==> config.mk <==
export PLATFORM = sky130hd
export DESIGN_NAME = bcd_updown_counter
export DESIGN_NICKNAME = d
export VERILOG_FILES = /design/src/rtl/bcd_updown_counter_pkg.sv /design/src/rtl/bcd_updown_counter_digit.sv /design/src/rtl/bcd_updown_counter.sv
export SDC_FILE = /design/constraint.sdc
export NUM_CORES = 1
export LEC_CHECK = 0
export BUFFER_PORTS_ARGS = -buffer_cell sky130_fd_sc_hd__buf_2
export CORE_MARGIN = 2
export CORE_UTILIZATION = 30
export DETAILED_ROUTE_END_ITERATION = 6
export PLACE_DENSITY = 0.47
export SLEW_MARGIN = 10
export SYNTH_ARGS = -nofsm -noshare
export SYNTH_HDL_FRONTEND = slang
export SYNTH_SLANG_ARGS = --single-unit
==> constraint.sdc <==
create_clock -name CLK_50M -period 2.3 [get_ports CLK_50M]
set_input_delay 0.23 -clock CLK_50M [delete_from_list [all_inputs] [get_ports CLK_50M]]
set_output_delay 0.23 -clock CLK_50M [all_outputs]
set_load 0.03 [all_outputs]
==> src/rtl/bcd_updown_counter_pkg.sv <==
// Shared definitions for the BCD up/down counter.
//   BCD_W        : width of one BCD decade
//   BCD_MAX      : largest legal decade value
//   bcd_sanitize : maps any non-BCD nibble (> 9) to 0, passes legal digits
package cnt_pkg;

    localparam int          BCD_W   = 4;
    localparam logic [3:0]  BCD_MAX = 4'd9;

    function automatic logic [BCD_W-1:0] bcd_sanitize(input logic [BCD_W-1:0] digit);
        return (digit <= BCD_MAX) ? digit : '0;
    endfunction

endpackage

==> src/rtl/bcd_updown_counter_digit.sv <==
// bcd_digit: one BCD decade cell of the up/down counter.
//   clk   : system clock
//   rst_n : asynchronous active-low reset, clears q
//   ce    : clock enable (divider tick); nothing changes without it
//   load  : synchronous load (active-high), takes priority over counting
//   d     : load value, sanitised to 0 if > 9
//   up    : direction, 1 = increment, 0 = decrement
//   ci    : carry/borrow in from the lower decade (or count enable for decade 0)
//   q     : current decade value
//   co    : combinational carry/borrow out to the next decade
module bcd_digit
    import cnt_pkg::*;
(
    input  logic             clk,
    input  logic             rst_n,
    input  logic             ce,
    input  logic             load,
    input  logic [BCD_W-1:0] d,
    input  logic             up,
    input  logic             ci,
    output logic [BCD_W-1:0] q,
    output logic             co
);

    logic at_limit;

    // At 9 when counting up, or at 0 when counting down, the next step wraps.
    assign at_limit = up ? (q == BCD_MAX) : (q == '0);
    assign co       = at_limit & ci;

    always_ff @(posedge clk or negedge rst_n) begin
        if (!rst_n) begin
            q <= '0;
        end else if (ce) begin
            if (load) begin
                q <= bcd_sanitize(d);
            end else if (ci) begin
                if (at_limit)
                    q <= up ? '0 : BCD_MAX;
                else
                    q <= up ? q + 4'd1 : q - 4'd1;
            end
        end
    end

endmodule

==> src/rtl/bcd_updown_counter.sv <==
// bcd_updown_counter: DIGITS-decade BCD up/down counter advanced by an
// on-board divider tick (one tick every DIV_LEN cycles of CLK_50M).
//   CLK_50M : system clock; all state changes on its rising edge
//   rst_n   : asynchronous active-low reset
//   en      : count enable, sampled on tick cycles
//   load_n  : active-low synchronous load, sampled on tick cycles
//   up_dn   : 1 = count up, 0 = count down
//   din     : parallel BCD load value, digit 0 in [3:0]
//   dout    : current count, digit 0 least significant
//   tc      : terminal count (all 9s counting up, all 0s counting down)
//   cout    : one-cycle pulse after the edge on which the count wraps
//   tick    : divider strobe, one cycle wide
module bcd_updown_counter
    import cnt_pkg::*;
#(
    parameter int DIGITS  = 2,
    parameter int DIV_LEN = 50_000_000
) (
    input  logic                  CLK_50M,
    input  logic                  rst_n,
    input  logic                  en,
    input  logic                  load_n,
    input  logic                  up_dn,
    input  logic [4*DIGITS-1:0]   din,
    output logic [4*DIGITS-1:0]   dout,
    output logic                  tc,
    output logic                  cout,
    output logic                  tick
);

    localparam int               DIV_W    = (DIV_LEN > 1) ? $clog2(DIV_LEN) : 1;
    localparam logic [DIV_W-1:0] DIV_LAST = DIV_W'(DIV_LEN - 1);

    logic [DIV_W-1:0] div_cnt;
    logic [DIGITS:0]  carry;
    logic             all_max;
    logic             all_zero;

    // Divider: tick is registered alongside the wrap, so the tick period is
    // exactly DIV_LEN cycles and the first tick follows the DIV_LEN-th edge.
    always_ff @(posedge CLK_50M or negedge rst_n) begin
        if (!rst_n) begin
            div_cnt <= '0;
            tick    <= 1'b0;
        end else begin
            tick <= (div_cnt == DIV_LAST);
            if (div_cnt == DIV_LAST)
                div_cnt <= '0;
            else
                div_cnt <= div_cnt + DIV_W'(1);
        end
    end

    // Decade chain: decade 0 steps on every enabled tick, higher decades step
    // when every lower decade wraps.
    assign carry[0] = en & tick;

    for (genvar k = 0; k < DIGITS; k++) begin : g_digit
        bcd_digit u_digit (
            .clk   (CLK_50M),
            .rst_n (rst_n),
            .ce    (tick),
            .load  (~load_n),
            .d     (din[k*BCD_W +: BCD_W]),
            .up    (up_dn),
            .ci    (carry[k]),
            .q     (dout[k*BCD_W +: BCD_W]),
            .co    (carry[k+1])
        );
    end

    always_comb begin
        all_max  = 1'b1;
        all_zero = 1'b1;
        for (int k = 0; k < DIGITS; k++) begin
            if (dout[k*BCD_W +: BCD_W] != BCD_MAX) all_max  = 1'b0;
            if (dout[k*BCD_W +: BCD_W] != '0)      all_zero = 1'b0;
        end
    end

    assign tc = up_dn ? all_max : all_zero;

    // The last carry already equals tick & en & tc; a load on that edge
    // replaces the wrap, so it suppresses the pulse.
    always_ff @(posedge CLK_50M or negedge rst_n) begin
        if (!rst_n)
            cout <= 1'b0;
        else
            cout <= carry[DIGITS] & load_n;
    end

endmodule

* Word-level counts from Yosys, hierarchy flattened
Cells that the tools add are included.
Storage, ports and cells: register bits after elaboration 36, memory bits (writable) 0, output and inout port bits 11, ROM bits 0, word-level logic and storage cells 48, input port bits 13, memories 0, bits in latches 0
Operators by class: $mul 0, reductions and logical operators 6, $lt $le $gt $ge 2, div/mod/pow operators 0, shift-type cells 0, muxes and demuxes 19, equality and inequality tests 7, bitwise operators 4, add/sub/neg operators 5
Operators with widths (count):
- 4-bit 2-to-1 mux | 11
- 26-bit by 1-bit adder with 26-bit output (second input constant) | 1
- 26-bit equality test (second input constant) | 1
- 26-bit 2-to-1 mux | 1
- 4-bit by 1-bit adder with 4-bit output (second input constant) | 2
- 4-bit equality test (second input constant) | 2
- 4-bit less-or-equal comparator (second input constant) | 2
- 4-bit logical NOT | 2
- 4-bit inequality test (second input constant) | 2
- 4-bit nonzero test | 2
- 4-bit by 1-bit subtractor with 4-bit output (second input constant) | 2
- 1-bit 2-to-1 mux | 7
- 1-bit AND | 4
- 2-bit by 1-bit inequality test with 1-bit output (second input constant) | 2
- 2-bit AND reduction | 2

* Longest topological paths before layout
Gate-level depths: netlist of the first run.
depth after elaboration 5, mapped depth 7

* Hierarchy
A second synthesis of the first run with hierarchy kept.
Unflattened totals: cell total of the unflattened synthesis 241, area total of the unflattened synthesis 2252.2 sq um
By module, submodules not included:
- bcd_updown_counter | cells an instance 145, times used 1, seq. area each 700.7 sq um, area an instance 1438.9 sq um
- bcd_digit | cells an instance 48, times used 2, seq. area each 100.1 sq um, area an instance 406.6 sq um

* Least setup slack after synthesis of the first run
Ideal clock, no wire load.
path kind in2reg, start input port up_dn, end register g_digit[0].u_digit.q[3], arrival time 1.908 ns, stages on the path 7, setup slack 0.266 ns, library setup time 0.126 ns, required time 2.174 ns, cells stage by stage clkbuf_1 > inv_1 > ha_1 > a21oi_1 > a2111oi_0 > nor4bb_1 > a221o_1
Between the ends: longest elaborated chain between the ends 4, elaborated cells on any way between the ends 6, classes of those cells 6 x mux
RTL lines:
- start: declaration | RTL line bcd_updown_counter.sv:23 | input logic up_dn,
- 4-bit 2-to-1 mux, or another cell as far along | RTL line bcd_updown_counter_digit.sv:41 | q <= up ? q + 4'd1 : q - 4'd1;
- 4-bit 2-to-1 mux * | RTL line bcd_updown_counter_digit.sv:38 | if (at_limit)
- 4-bit 2-to-1 mux * | RTL line bcd_updown_counter_digit.sv:37 | end else if (ci) begin
- 4-bit 2-to-1 mux * | RTL line bcd_updown_counter_digit.sv:35 | if (load) begin
- end signal: assignment | RTL line bcd_updown_counter_digit.sv:36 | q <= bcd_sanitize(d);
- end signal: assignment | RTL line bcd_updown_counter_digit.sv:39 | q <= up ? '0 : BCD_MAX;
- end signal: assignment | RTL line bcd_updown_counter_digit.sv:41
- end: declaration | RTL line bcd_updown_counter_digit.sv:21 | output logic [BCD_W-1:0] q,
Mark *: on every way between the ends. The rest lies on a longest branch, timed or not. The select of a mux whose other input is x is not followed. A chain may end at the register's enable or synchronous reset.

* Worst setup path after layout of the first run
start register g_digit[0].u_digit.q[2], end register g_digit[0].u_digit.q[3]
Between the ends: longest elaborated chain between the ends 5, elaborated cells on any way between the ends 9, classes of those cells 2 x add/sub; 1 x eq/ne; 5 x mux; 1 x reduce/logical
RTL lines (RTL line):
- 4-bit by 1-bit subtractor with 4-bit output, or another cell as far along | bcd_updown_counter_digit.sv:41
- 4-bit 2-to-1 mux or 1-bit 2-to-1 mux (tied branches) | bcd_updown_counter_digit.sv:41, bcd_updown_counter_digit.sv:28
- 4-bit 2-to-1 mux * | bcd_updown_counter_digit.sv:38
- 4-bit 2-to-1 mux * | bcd_updown_counter_digit.sv:37
- 4-bit 2-to-1 mux * | bcd_updown_counter_digit.sv:35
Marked as above.

==> results of run 1 <==
==> metal layers <==
layer | track usage | routed length (um)
met2 | 0.203 | 2140
met5 | 0 | 0
met1 | 0.205 | 2610
met4 | 0.0468 | 61
met3 | 0.0289 | 132
==> worst paths after layout <==
kind / slack [ps] / endpoint / cells past startpoint / from
setup / recovery: 300 / g_digit[0].u_digit.q[3]$_DFFE_PN0P_ / 5 / g_digit[0].u_digit.q[2]$_DFFE_PN0P_
min in group CLK_50M: 250 / g_digit[0].u_digit.q[0]$_DFFE_PN0P_ / 3 / din[0]
hold reg to reg: 500 / div_cnt[18]$_DFF_PN0_ / 1 / div_cnt[18]$_DFF_PN0_
setup reg to reg: 300 / g_digit[0].u_digit.q[3]$_DFFE_PN0P_ / 5 / g_digit[0].u_digit.q[2]$_DFFE_PN0P_
hold / removal: 40 / div_cnt[19]$_DFF_PN0_ / 1 / rst_n
max in group asynchronous: 1730 / div_cnt[5]$_DFF_PN0_ / 1 / rst_n
==> layout make-up <==
| class | instances | share of cell area |
|---|---|---|
| Inverter | 5 | 0.00768 |
| Sequential cell | 36 | 0.369 |
| Multi-Input combinational cell | 169 | 0.480 |
| Clock buffer | 6 | 0.0297 |
| Clock inverter | 1 | 0.00205 |
| Timing Repair Buffer | 28 | 0.0625 |
| Tap cell | 96 | 0.0492 |
==> kinds of logic (layout without fill, tap and decap cells) <==
group,after synthesis,after routing,synth area share
AND/OR/NAND/NOR,95,95,0.257
AO/OA/AOI/OAI,45,45,0.145
flip-flops,36,36,0.418
XOR/XNOR,18,18,0.0731
buffers and inverters,16,40,0.0383
adder cells (fa/ha/maj),8,8,0.0534
multiplexers,3,3,0.0157
==> through the flow <==
step | util | std cells | power (W) | hold WS, ps | worst slack (ps)
floorplan | - | 221 | 0.000677 | -65.6 | 266
global placement | 0.344 | 334 | 0.000714 | 396 | 352
detailed placement | 0.344 | 334 | 0.000714 | 393 | 333
CTS | 0.356 | 341 | 0.00115 | 75.3 | 320
global route | 0.356 | 341 | 0.00119 | 108 | 150
finish | 0.356 | 341 | 0.00114 | 37.5 | 305
==> worst max-delay path: cells and delay by family, from the launching register on <==
family	cells	cell delay (ps)
AO/OA/AOI/OAI	2	790
AND/OR/NAND/NOR	2	250
adder cells (fa/ha/maj)	1	360
flip-flops	1	470
==> power breakdown <==
part | leakage, nW | switching [W] | internal, W
sequential | 0.483 | 0.000000000664 | 0.000633
clock | 0.0410 | 0.000229 | 0.000206
combinational | 0.523 | 0.0000445 | 0.0000241
==> cells in the final DEF (no fill, tap or decap), types with 2 or more instances in the layout <==
cell / netlist / final
buf_4: 0 / 5
a211oi_1: 2 / 2
mux2_1: 3 / 3
a21oi_1: 15 / 15
fa_1: 2 / 2
nand4_1: 9 / 9
dfrtp_1: 36 / 36
nand2_1: 13 / 13
o21ai_1: 2 / 2
buf_2: 6 / 23
inv_1: 5 / 5
nor3_1: 2 / 2
nor2_1: 20 / 20
ha_1: 6 / 6
nor4_1: 2 / 2
o31ai_1: 5 / 5
a2111oi_0: 2 / 2
and3_1: 5 / 5
and4_1: 6 / 6
nand3_1: 18 / 18
clkbuf_8: 0 / 5
or4_1: 4 / 4
xnor2_1: 7 / 7
xor2_1: 11 / 11
a32o_1: 2 / 2
nor4bb_1: 2 / 2
o21ai_0: 9 / 9
or3_1: 4 / 4
==> cell usage after synthesis, drive strengths merged, types with 6 or more instances <==
master / n / area share
xor2: 11 / 0.045
xnor2: 7 / 0.028
o21ai: 11 / 0.026
dfrtp: 36 / 0.42
and3: 6 / 0.018
nand3: 19 / 0.050
a21oi: 16 / 0.039
nand2: 13 / 0.023
ha: 6 / 0.035
nand4: 9 / 0.026
nor2: 20 / 0.035
buf: 8 / 0.024
and4: 7 / 0.030
==> sequential cells by signal, indices dropped and copies added, names as in the netlist <==
register	cells
g_digit.u_digit.q	8
cout	1
div_cnt	26
tick	1
==> out/qor.csv, run 1 <==
stage,metric,value,unit
run_status,status,"complete, no violations",
cells_and_area,fin_area,2440,um2
sta,rsz0062_at_grt,no,
route,via_per_inst,5.10,
floorplan,fp.dieH,88.8,um
synthesis,ys_ff_latch,36,
clocking,cts_max_level,2,
clocking,cts_buffers,5,
sta,period_needed,2000,ps
sta,min_period_over_period,0.868,
route,drt_iter0_drc,94,
route,drc,0,
cells_and_area,n_antenna_cell,0,
synthesis,synth_cells,221,
cells_and_area,num-fill-cells,705,
clocking,post_cts_resize_count,0,
sta,max_slew.worst_pin.slew,832,ps
clocking,clockRootBuffer,clkbuf_8,
floorplan,rows,30,
floorplan,ios,24,
setup_path,path_cells,"ha_1, nand3_1, a2111oi_0, nor4bb_1, a221o_1",
place,placed_area,2360,um2
sta,finalSetupViolations,0,
floorplan,initial_utilization,0.314,
clocking,clk_latency,290,ps
route,drt_wl_total,4940,um
global_routing,grt_max_degree,37,
cells_and_area,ff_latch_area,901,um2
floorplan,die_w,88.8,um
job,cap_violations,0,
sta,tns,0,ps
clocking,post_cts_buffers,0,
synthesis,avgSynthCellArea,9.75,um2
setup_path,cpMaxStageDelayCell,dfrtp_1,
route,routed-via-count,1738,
floorplan,coreArea,6870,um2
setup_path,cp-end-kind,flop,
cells_and_area,nets,266,
setup_path,cp_slowest_stage_delay,470,ps
cells_and_area,drive_above_1_share,0.176,
synthesis,synth.distinct_cells,46,
clocking,cts_hold_buf,0,
min_path,hold_path_class,in2async,
route,wire_per_inst,14.5,um
clocking,cts_buffer_depth,2,
synthesis,ys_seq_area_frac,0.418,
sta,fmax,0.501,GHz
route,firstDrtPassIters,4,
global_routing,grt.total_usage,0.140,
place,place_congestion,0.834,
power,leakage,1.05,nW
global_routing,antenna_found_initial,0,
clocking,clkTransAtPathRegs,80,ps
route,antenna_left,0,
power,ir_drop,0.171,mV
setup_path,worstPathArrival,2180,ps
sta,drv_slew,0,
synthesis,synth_warnings,0,
synthesis,synth-async-reset-ratio,1.00,
global_routing,grt_pass1_wl,8430,um
setup_path,critPathMaxFanout,6,
power,powerDensity,465,nW/um2
clocking,cts_sinks,36,
synthesis,synth_edf_count,0,
global_routing,grt_pass1_vias,1684,
setup_path,start_kind,flop,
floorplan,die-area,7880,um2
place,io_buffers,23,
global_routing,grt-ovfl-total,0,
clocking,cts_tree,built,
sta,max_slew_margin,0.445,
synthesis,synth-main-ff-cell,dfrtp_1,
place,place_hpwl,3450,um
cells_and_area,multi_input_area,1170,um2
synthesis,synth_fp_nets,242,
setup_path,critPathRequiredTime,2480,ps
cells_and_area,area_growth,13.3,%
sta,finalHoldViolations,0,
sta,finClkSkew,10.5,ps
setup_path,worstSetupPathType,reg2reg,
synthesis,synth.cell_area,2160,um2
Note: power is estimated with default switching activity, not from simulation.
==> inputs of run 2 (changes only) <==
Settings changed: SETUP_SLACK_MARGIN set to 0.5.
==> out/qor.csv, run 2 (synthesized netlist as in run 1, its figures left out) <==
stage,metric,value,unit
clocking,clkTransAtPathRegs,70,ps
sta,max_slew_margin,0.456,
place,place_congestion,0.834,
power,leakage,1.10,nW
setup_path,critPathRequiredTime,2480,ps
route,wire_per_inst,14.4,um
cells_and_area,largest_register,div_cnt,
min_path,hold_path_class,in2async,
route,drt_iter0_drc,71,
global_routing,antenna_found_initial,0,
setup_path,crit_end,g_digit[0].u_digit.q[3]$_DFFE_PN0P_,
clocking,clockRootBuffer,clkbuf_8,
setup_path,crit_start,g_digit[0].u_digit.q[2]$_DFFE_PN0P_,
floorplan,ios,24,
place,dp_cells,333,
setup_path,worstSetupPathType,reg2reg,
global_routing,grt_pass1_vias,1731,
cells_and_area,final_cell_mix,"dfrtp_1, buf_2, nor2_1, nand3_1",
sta,min_period_over_period,0.776,
sta,rsz0062_at_grt,yes,
floorplan,die_w,88.8,um
global_routing,grt_pass1_wl,8360,um
setup_path,rrSetupSlack,520,ps
setup_path,cp-end-kind,flop,
global_routing,grt-ovfl-total,0,
job,cap_violations,0,
power,ir_drop,0.251,mV
cells_and_area,largest_reg_flops,26,
sta,finClkSkew,3.23,ps
sta,tns,0,ps
cells_and_area,n_antenna_cell,0,
clocking,cts_buffers,5,
clocking,cts_tree,built,
setup_path,r2r-start,g_digit[0].u_digit.q[2]$_DFFE_PN0P_,
global_routing,grt_max_degree,37,
cells_and_area,nets,274,
setup_path,critPathMaxFanout,5,
setup_path,worstPathArrival,1960,ps
route,firstDrtPassIters,4,
floorplan,die-area,7880,um2
route,antenna_left,0,
sta,drv_slew,0,
clocking,cts_buffer_depth,2,
power,power,0.00117,W
setup_path,start_kind,flop,
sta,max_slew.worst_pin.slew,816,ps
clocking,cts_hold_buf,0,
cells_and_area,drive_above_1_share,0.276,
floorplan,rows,30,
place,place_hpwl,3520,um
clocking,cts_sinks,36,
global_routing,grt.total_usage,0.138,
power,powerDensity,444,nW/um2
clocking,clk_latency,290,ps
route,routed-via-count,1807,
cells_and_area,final_common_cell,dfrtp_1,
cells_and_area,finalNonFillerCells,350,
route,drc,0,
cells_and_area,top_regs,"div_cnt (26), g_digit.u_digit.q (8)",
sta,period_needed,1780,ps
route,via_per_inst,5.16,
route,drt_wl_total,5060,um
cells_and_area,area_growth,22.1,%
clocking,cts_max_level,2,
floorplan,fp.dieH,88.8,um
floorplan,coreArea,6870,um2
sta,finalHoldViolations,0,
sta,finalSetupViolations,0,
floorplan,initial_utilization,0.314,
cells_and_area,num-fill-cells,683,
setup_path,timing.rr.end,g_digit[0].u_digit.q[3]$_DFFE_PN0P_,
setup_path,r2r_cells,5,
place,io_buffers,23,
sta,fmax,0.560,GHz
run_status,status,"complete, no violations",
run 2: area by class of cell:
| cell class | instances | area (um2) | area share |
|---|---|---|---|
| clock buffers | 8 | 90.1 | 0.0342 |
| inverters | 5 | 18.8 | 0.00713 |
| multi-input cells | 169 | 1280 | 0.486 |
| flip-flops and latches | 36 | 907 | 0.345 |
| well taps | 96 | 120 | 0.0456 |
| repair buffers | 36 | 215 | 0.0818 |
run 2: per-layer routing:
layer	global-route usage	wire length, um	up-vias
met1	0.189	2460	886
met5	0	0	-
met4	0.0455	66	0
met3	0.0280	143	7
li1	-	-	889
met2	0.220	2390	25
run 2: critical path: stages (launching register included):
cell and delay [ps]:
dfrtp_2 450, ha_4 310, nand3_4 120, a2111oi_4 360
nor4bb_1 90, a221o_1 340
run 2: how the worst min path moves through the flow:
stage	start	slack, ps	end
2_1_floorplan	rst_n	-70	cout$_DFF_PN0_
3_3_place_gp	rst_n	390	div_cnt[21]$_DFF_PN0_
3_5_place_dp	rst_n	390	div_cnt[21]$_DFF_PN0_
4_1_cts	rst_n	70	div_cnt[17]$_DFF_PN0_
5_1_grt	rst_n	110	div_cnt[22]$_DFF_PN0_
6_report	rst_n	40	div_cnt[17]$_DFF_PN0_
run 2: power breakdown:
group	switching (W)	internal [W]	leakage [nW]
Combinational	0.0000488	0.0000287	0.576
Sequential	0.000000000289	0.000633	0.476
Clock	0.000214	0.000244	0.0455
run 2: what timing repair did:
action	4_1_cts	5_1_grt
setup buffers	6	3
resized for setup	13	13
pin swaps	1	2
endpoints found under the setup margin	6	9
run 2: per-stage QoR:
| stage | instance area [um2] | hold WS, ps | utilization | worst slack, ps |
|---|---|---|---|---|
| after detailed placement | 2360 | 389 | 0.344 | 238 |
| after global routing | 2630 | 112 | 0.383 | 431 |
| final | 2630 | 37.2 | 0.383 | 516 |
| after floorplan | 2170 | -65.6 | - | 393 |
| after global placement | 2360 | 393 | 0.344 | 333 |
| after CTS | 2550 | 71.6 | 0.371 | 478 |
